### config.mk
export PLATFORM = sky130hd
export DESIGN_NAME = comparator_search_ctrl
export DESIGN_NICKNAME = d
export VERILOG_FILES = /design/src/rtl/comparator_search_pkg.sv /design/src/rtl/comparator_search_ctrl.sv
export SDC_FILE = /design/constraint.sdc
export NUM_CORES = 1
export LEC_CHECK = 0
export CAP_MARGIN = 20
export CORE_MARGIN = 3
export CORE_UTILIZATION = 49
export CTS_CLUSTER_DIAMETER = 30
export DETAILED_ROUTE_END_ITERATION = 8
export GPL_TIMING_DRIVEN = 0
export HOLD_SLACK_MARGIN = 0.15
export PLACE_DENSITY = 0.7
export RECOVER_POWER = 25
export SLEW_MARGIN = 10
export SYNTH_ARGS = -nofsm -noshare
export SYNTH_HDL_FRONTEND = slang
export SYNTH_SLANG_ARGS = --single-unit
### constraint.sdc
create_clock -name clk -period 3.56 [get_ports clk]
set_clock_uncertainty 0.05 [all_clocks]
set_input_delay 0.712 -clock clk [delete_from_list [all_inputs] [get_ports clk]]
set_output_delay 0.712 -clock clk [all_outputs]
set_load 0.01 [all_outputs]
### src/rtl/comparator_search_pkg.sv
// Shared definitions for the comparator binary-search controller.
//   state_t    : controller state (IDLE, EVAL, DONE), 2-bit encoding.
//   max_probes : most comparator probes an honest search can need for a
//                given operand width (the search space halves per probe).
package comparator_search_pkg;

  typedef enum logic [1:0] {
    IDLE = 2'd0,
    EVAL = 2'd1,
    DONE = 2'd2
  } state_t;

  function automatic int max_probes(input int width);
    return width + 1;
  endfunction

endpackage

### src/rtl/comparator_search_ctrl.sv
// Binary-search initiator for an external combinational magnitude comparator.
// The controller drives the comparator's `a` operand with a probe value. It
// narrows [lo, hi] from the one-hot g/e/l answer until the hidden `b` operand
// (the target) is located, or until the answers become inconsistent.
//
// Ports:
//   clk, rst        rising-edge clock, synchronous active-high reset
//   start           request a search (sampled only while idle)
//   probe           value presented to comparator input `a`
//   cmp_g/e/l       comparator result (probe >, ==, < target)
//   busy            high while probing
//   done            one-cycle pulse when a search ends
//   found, err      outcome flags, valid with done and held afterwards
//   result          located value, held until the next accepted start
module comparator_search_ctrl
  import comparator_search_pkg::*;
#(
  parameter int WIDTH = 2
) (
  input  logic             clk,
  input  logic             rst,
  input  logic             start,
  output logic [WIDTH-1:0] probe,
  input  logic             cmp_g,
  input  logic             cmp_e,
  input  logic             cmp_l,
  output logic             busy,
  output logic             done,
  output logic             found,
  output logic             err,
  output logic [WIDTH-1:0] result
);

  // Bounds carry one extra bit so that mid+1 past the top of the range and
  // the initial full-range hi are representable without wrapping.
  localparam int BW = WIDTH + 1;
  localparam logic [BW-1:0] FULL = {1'b0, {WIDTH{1'b1}}};

  state_t        state;
  logic [BW-1:0] lo;
  logic [BW-1:0] hi;

  function automatic logic [WIDTH-1:0] mid_of(input logic [BW-1:0] l,
                                              input logic [BW-1:0] h);
    logic [WIDTH+1:0] s;
    s = {1'b0, l} + {1'b0, h};
    s = s >> 1;
    return s[WIDTH-1:0];
  endfunction

  logic [WIDTH-1:0] mid;
  logic [BW-1:0]    hi_dec;
  logic [BW-1:0]    lo_inc;
  logic             one_hot;

  assign mid     = mid_of(lo, hi);
  assign hi_dec  = {1'b0, mid} - BW'(1);
  assign lo_inc  = {1'b0, mid} + BW'(1);
  assign one_hot = $onehot({cmp_g, cmp_e, cmp_l});

  // probe is registered with the midpoint of the bounds it will face next,
  // so during EVAL it always equals mid of the current [lo, hi].
  always_ff @(posedge clk) begin
    if (rst) begin
      state  <= IDLE;
      lo     <= '0;
      hi     <= '0;
      probe  <= '0;
      busy   <= 1'b0;
      done   <= 1'b0;
      found  <= 1'b0;
      err    <= 1'b0;
      result <= '0;
    end else begin
      case (state)
        IDLE: begin
          done <= 1'b0;
          busy <= 1'b0;
          if (start) begin
            lo     <= '0;
            hi     <= FULL;
            probe  <= mid_of('0, FULL);
            result <= '0;
            found  <= 1'b0;
            err    <= 1'b0;
            busy   <= 1'b1;
            state  <= EVAL;
          end
        end

        EVAL: begin
          if (!one_hot) begin
            // Malformed answer: bounds are left untouched.
            err   <= 1'b1;
            found <= 1'b0;
            busy  <= 1'b0;
            done  <= 1'b1;
            state <= DONE;
          end else if (cmp_e) begin
            result <= probe;
            found  <= 1'b1;
            busy   <= 1'b0;
            done   <= 1'b1;
            state  <= DONE;
          end else if (cmp_g) begin
            hi <= hi_dec;
            // mid==0 would wrap hi_dec to all ones and evade the hi<lo test.
            if (mid == '0 || hi_dec < lo) begin
              err   <= 1'b1;
              busy  <= 1'b0;
              done  <= 1'b1;
              state <= DONE;
            end else begin
              probe <= mid_of(lo, hi_dec);
            end
          end else begin
            lo <= lo_inc;
            if (lo_inc > hi) begin
              err   <= 1'b1;
              busy  <= 1'b0;
              done  <= 1'b1;
              state <= DONE;
            end else begin
              probe <= mid_of(lo_inc, hi);
            end
          end
        end

        DONE: begin
          done  <= 1'b0;
          state <= IDLE;
        end

        default: begin
          done  <= 1'b0;
          busy  <= 1'b0;
          state <= IDLE;
        end
      endcase
    end
  end

endmodule
After elaboration in Yosys (flattened, before gate mapping)
Cells that the tools add are included.
Widths: inputs -> output; s select.
{"block": "word_totals", "regBits": 16, "inputBits": 6, "out_inout_bits": 8, "wordCells": 99}
{"block": "op_classes", "add_sub_neg": 7, "magnitude_cmp": 2, "n_eq_ne": 19, "n_mux": 46, "n_bitwise": 2, "n_reduce_logical": 14}
{"op": "$mux 2", "count": 14}
{"op": "$mux 3", "count": 8}
{"op": "$mux 1", "count": 16}
{"op": "$reduce_and 5->1", "count": 3}
{"op": "$ne 2x2->1 const B", "count": 6}
{"op": "$ne 3x3->1 const B", "count": 4}
{"op": "$pmux 2 s2", "count": 3}
{"op": "$pmux 3 s2", "count": 2}
{"op": "$ne 5x5->1 const B", "count": 2}
{"op": "$add 3x3->3", "count": 3}
{"op": "$reduce_and 3->1", "count": 3}
{"op": "$ne 4x3->1 const B", "count": 2}
{"op": "$ne 4x4->1 const B", "count": 2}
{"op": "$reduce_and 6->1", "count": 1}
{"op": "$eq 2x1->1 const B", "count": 2}
{"op": "$logic_not 2->1", "count": 2}
{"op": "$pmux 1 s2", "count": 2}
{"op": "$reduce_and 4->1", "count": 1}
{"op": "$add 2x1->3 const B", "count": 1}
{"op": "$gt 3x3->1", "count": 1}
{"op": "$lt 3x3->1", "count": 1}
{"op": "$pmux 1 s3", "count": 1}
{"op": "$sub 2x1->3 const B", "count": 1}
{"op": "$add 1x1->2", "count": 1}
{"op": "other kinds (7)", "count": 8}

Longest topological paths before layout
{"block": "logic_depth", "depth_word": 9, "ltp_mapped": 13, "ltp_nobuf": 13}

Worst setup path after synthesis
No wires, ideal clock.
{"block": "synth_timing", "path_type": "register to register", "startpoint": "register hi[0]", "endpoint": "register probe[0]", "setup_ps": 86, "arrival_time_ps": 2880, "t_required_ps": 3424, "path_slack_ps": 544, "path_stages_with_launch": 13, "path_buffers": 0, "synth_period_minus_slack_ps": 3016, "path_cell_list": "dfxtp_1 -> and2_1 -> fa_1 -> xnor2_1 -> xor2_1 -> inv_1 -> ha_1 -> inv_1 -> ha_1 -> a21bo_1 -> a211oi_4 -> o221ai_4 -> a221oi_2"}
{"block": "synth_between", "elab_chain_cells": 8, "elab_cells_between_ends": 18, "classes_between": "add/sub (5); order compare (2); eq/ne (2); mux (6); reduce/logical (3)"}
{"element": "start, declared", "line_no": "comparator_search_ctrl.sv:41", "text": "logic [BW-1:0] hi;"}
{"element": "start signal, assigned", "line_no": "comparator_search_ctrl.sv:106", "text": "hi <= hi_dec;"}
{"element": "$add 3x3->3", "line_no": "comparator_search_ctrl.sv:46", "text": "s = {1'b0, l} + {1'b0, h};"}
{"element": "$add 2x1->3 or $sub 2x1->3 (tied branches)", "line_no": "comparator_search_ctrl.sv:58, comparator_search_ctrl.sv:57"}
{"element": "$add 3x3->3", "line_no": "comparator_search_ctrl.sv:46"}
{"element": "$mux 2, on equally long branches", "line_no": "comparator_search_ctrl.sv:118, comparator_search_ctrl.sv:108"}
{"element": "$mux 2", "line_no": "comparator_search_ctrl.sv:105", "text": "end else if (cmp_g) begin"}
{"element": "$mux 2", "line_no": "comparator_search_ctrl.sv:99", "text": "end else if (cmp_e) begin"}
{"element": "$mux 2", "line_no": "comparator_search_ctrl.sv:92", "text": "if (!one_hot) begin"}
{"element": "$pmux 2 s2", "line_no": "comparator_search_ctrl.sv:75", "text": "case (state)"}
{"element": "end signal, assigned", "line_no": "comparator_search_ctrl.sv:82", "text": "probe <= mid_of('0, FULL);"}
{"element": "end signal, assigned", "line_no": "comparator_search_ctrl.sv:114", "text": "probe <= mid_of(lo, hi_dec);"}
{"element": "end signal, assigned", "line_no": "comparator_search_ctrl.sv:124", "text": "probe <= mid_of(lo_inc, hi);"}
{"element": "end, declared", "line_no": "comparator_search_ctrl.sv:23", "text": "output logic [WIDTH-1:0] probe,"}
Parallel ways exist; a longest one is shown, timed or not. The select of a mux whose other input is x is not followed.
A chain may end at the register's enable or synchronous reset.

Final worst setup path
Same ends and word-level chain as after synthesis.

==> flow_summary.json <==
{
  "rows": 16,
  "synth-main-ff-cell": "dfxtp_1",
  "final_common_cell": "dfxtp_1",
  "power_frac_clock_pct": 26.3,
  "synth_edf_count": 0,
  "wl_per_cell_um": 14.6,
  "grt_pass1_wl_mm": 4.23,
  "max_cap_violations": 0,
  "syn_to_final_growth_pct": 17.7,
  "sw_frac_of_total_pct": 32.3,
  "synth_warnings": 0,
  "ff2ff_setup_slack_ns": 0.22,
  "min_path_type": "reg -> reg",
  "synth_seq_area_share_pct": 28.4,
  "cts_max_path_buffers": 2,
  "period_minus_slack_ns": 3.34,
  "finalSetupTns_ns": 0,
  "cts_buffers": 3,
  "final_cell_mix": "16 x dfxtp_1, 14 x nor2_1, 13 x inv_1",
  "hpwl_mm": 1.87,
  "first_pass_iters": 4,
  "finalSetupViolCount": 0,
  "antenna_cells": 0,
  "tritoncts": "built",
  "initialDrtViolationCount": 13,
  "hold_depth": 1,
  "yosysUniqueCellTypes": 43,
  "gp_congestion": 0.798,
  "synth_top_family_by_area": "compound AO/OA/AOI/OAI gates",
  "ys_seq_elements": 16,
  "tightest_slew_ns": 0.487,
  "reg2reg_depth": 12,
  "endpoint_kind": "register",
  "worstPathMaxFanout": 4,
  "powerDensity_mw_per_mm2": 352,
  "synth_simple_gate_area_share_pct": 19.4,
  "max_freq_mhz": 299,
  "holdCritStartpoint": "done$_SDFFE_PP0P_",
  "drv_slew": 0,
  "muxShareOfSynthArea_pct": 2.66,
  "cts_setup_buffers": 0,
  "syn_area_mm2": 0.00113,
  "seq_power_share_pct": 42.1,
  "grt_setup_unrepaired": "false",
  "worstSkewPairLatency_ns": 0.30,
  "antenna_found_initial": 0,
  "final-hold-violation-count": 0,
  "run_status": "finished, final reports clean",
  "core-area_mm2": 0.00206,
  "cts_sinks": 16,
  "regToRegStartpoint": "hi[0]$_SDFFE_PP0P_",
  "io_buffer_count": 13,
  "p_sw_mw": 0.151,
  "ant_nets": 0,
  "synthAdderAreaFrac_pct": 17.1,
  "cts.reportedPaths.clkPinSlew_ns": 0.10,
  "htreeDepth": 1,
  "layout_setup_ws_ns": 0.218,
  "die_width_um": 54.0,
  "die_h_um": 54.0,
  "r2r-end": "probe[0]$_SDFFE_PP0P_",
  "grt_overflow": 0,
  "drive_gt1_share_pct": 10.9,
  "grt_usage_pct": 20.3,
  "grt_pass1_vias": 933,
  "synthXorXnorAreaFrac_pct": 4.66,
  "async_flop_share_pct": 0,
  "pin_count": 14,
  "postSynthCellCount": 120,
  "worstSetupPathType": "reg -> reg",
  "arrival_ns": 3.50,
  "p_comb_share_pct": 31.6,
  "ir_drop_uv": 208,
  "ctsHoldBuffers": 0,
  "synth_fp_nets": 139,
  "final_nets": 157,
  "maxSlewHeadroom_pct": 67.5,
  "fin_crit_sh_pct": 93.9,
  "p_leak_nw": 0.564,
  "wirelength_mm": 2.39,
  "worstPathRequired_ns": 3.72,
  "synth_compound_area_share_pct": 21.8,
  "critPathLaunchType": "register",
  "vias": 912,
  "dp_slack_ns": 0.243,
  "avgSynthCellArea_um2": 9.40,
  "drc": 0,
  "root_buffer": "clkbuf_4",
  "internal-power_mw": 0.317,
  "start_util_pct": 54.7,
  "hold_end": "done$_SDFFE_PP0P_",
  "grt_max_degree": 11,
  "die_area_mm2": 0.00291,
  "viasPerCell": 5.56,
  "cts_resized": 0
}
through the flow:
step	std cells	util (%)	instance area, µm²	hold slack [ns]	power [mW]
4_1_cts	164	64.4	1330	0.446	0.473
3_5_place_dp	160	62.7	1290	0.422	0.350
6_report	164	64.4	1330	0.438	0.468
5_1_grt	164	64.4	1330	0.472	0.497
2_1_floorplan	120	-	1130	0.418	0.307
3_3_place_gp	160	62.7	1290	0.418	0.345
per-layer routing:
layer,wire [µm],share of wire (%),global-route usage [%],vias to the layer above
li1,-,-,-,448
met5,0,0,0,-
met3,89,3.7,4.43,5
met4,34,1.4,7.88,0
met1,1080,45,22.7,444
met2,1190,50,37.1,15
power by group through the flow:
| stage | clock network [mW] | registers, mW | logic, mW |
|---|---|---|---|
| after global routing | 0.133 | 0.198 | 0.165 |
| after floorplan | 0 | 0.201 | 0.106 |
| final | 0.123 | 0.197 | 0.148 |
| after global placement | 0 | 0.201 | 0.144 |
| after detailed placement | 0 | 0.202 | 0.148 |
| after CTS | 0.127 | 0.197 | 0.149 |
Yosys cell counts (all sizes together), types with 2 or more instances:
cell type / n / area share [%]
a211oi: 2 / 2.4
a21oi: 2 / 1.2
a221oi: 3 / 2.9
a22oi: 6 / 4.0
and2b: 2 / 1.7
clkbuf: 2 / 0.67
dfxtp: 16 / 28
fa: 4 / 7.1
ha: 9 / 10
inv: 13 / 4.3
mux2i: 3 / 2.7
nand2: 9 / 3.0
nand2b: 2 / 1.1
nor2: 14 / 4.7
nor2b: 3 / 2.3
nor3: 2 / 0.89
o21bai: 2 / 1.3
o31a: 2 / 1.6
xnor2: 3 / 2.3
xor2: 3 / 2.3
logic make-up after synthesis:
family | after synthesis
simple gates | 40
compound gates | 26
buf+inv | 16
flops | 16
fa+ha+maj | 13
xor+xnor | 6
mux | 3
layout make-up:
class,instances,area [µm²]
flip-flops and latches,16,320
fillers,179,733
repair buffers,13,130
well taps,27,33.8
clock buffers,4,36.3
inverters,13,48.8
multi-input cells,88,741
plain buffers,3,18.8
worst max-delay path, stage by stage, from the launching register on:
cell and delay (ns):
dfxtp_1 0.37, and2_1 0.18, fa_1 0.37, xnor2_1 0.25, xor2_1 0.28, inv_1 0.08, ha_1 0.33, inv_1 0.08
ha_1 0.27, a21bo_1 0.22, a211oi_4 0.33, o221ai_4 0.17, a221oi_2 0.28
how the worst max path moves through the flow:
stage                             from                    end  slack (ns)
floorplan           hi[0]$_SDFFE_PP0P_  probe[0]$_SDFFE_PP0P_        0.54
global placement    hi[0]$_SDFFE_PP0P_  probe[0]$_SDFFE_PP0P_        0.31
detailed placement  hi[0]$_SDFFE_PP0P_  probe[0]$_SDFFE_PP0P_        0.24
CTS                 hi[0]$_SDFFE_PP0P_  probe[0]$_SDFFE_PP0P_        0.22
global route        hi[0]$_SDFFE_PP0P_  probe[0]$_SDFFE_PP0P_        0.05
finish              hi[0]$_SDFFE_PP0P_  probe[0]$_SDFFE_PP0P_        0.22
sequential cells by signal, indices dropped and copies added, names as in the netlist:
register  cells
lo            3
err           1
state         2
found         1
done          1
hi            3
result        2
busy          1
probe         2
(Power assumes the default switching activity.)
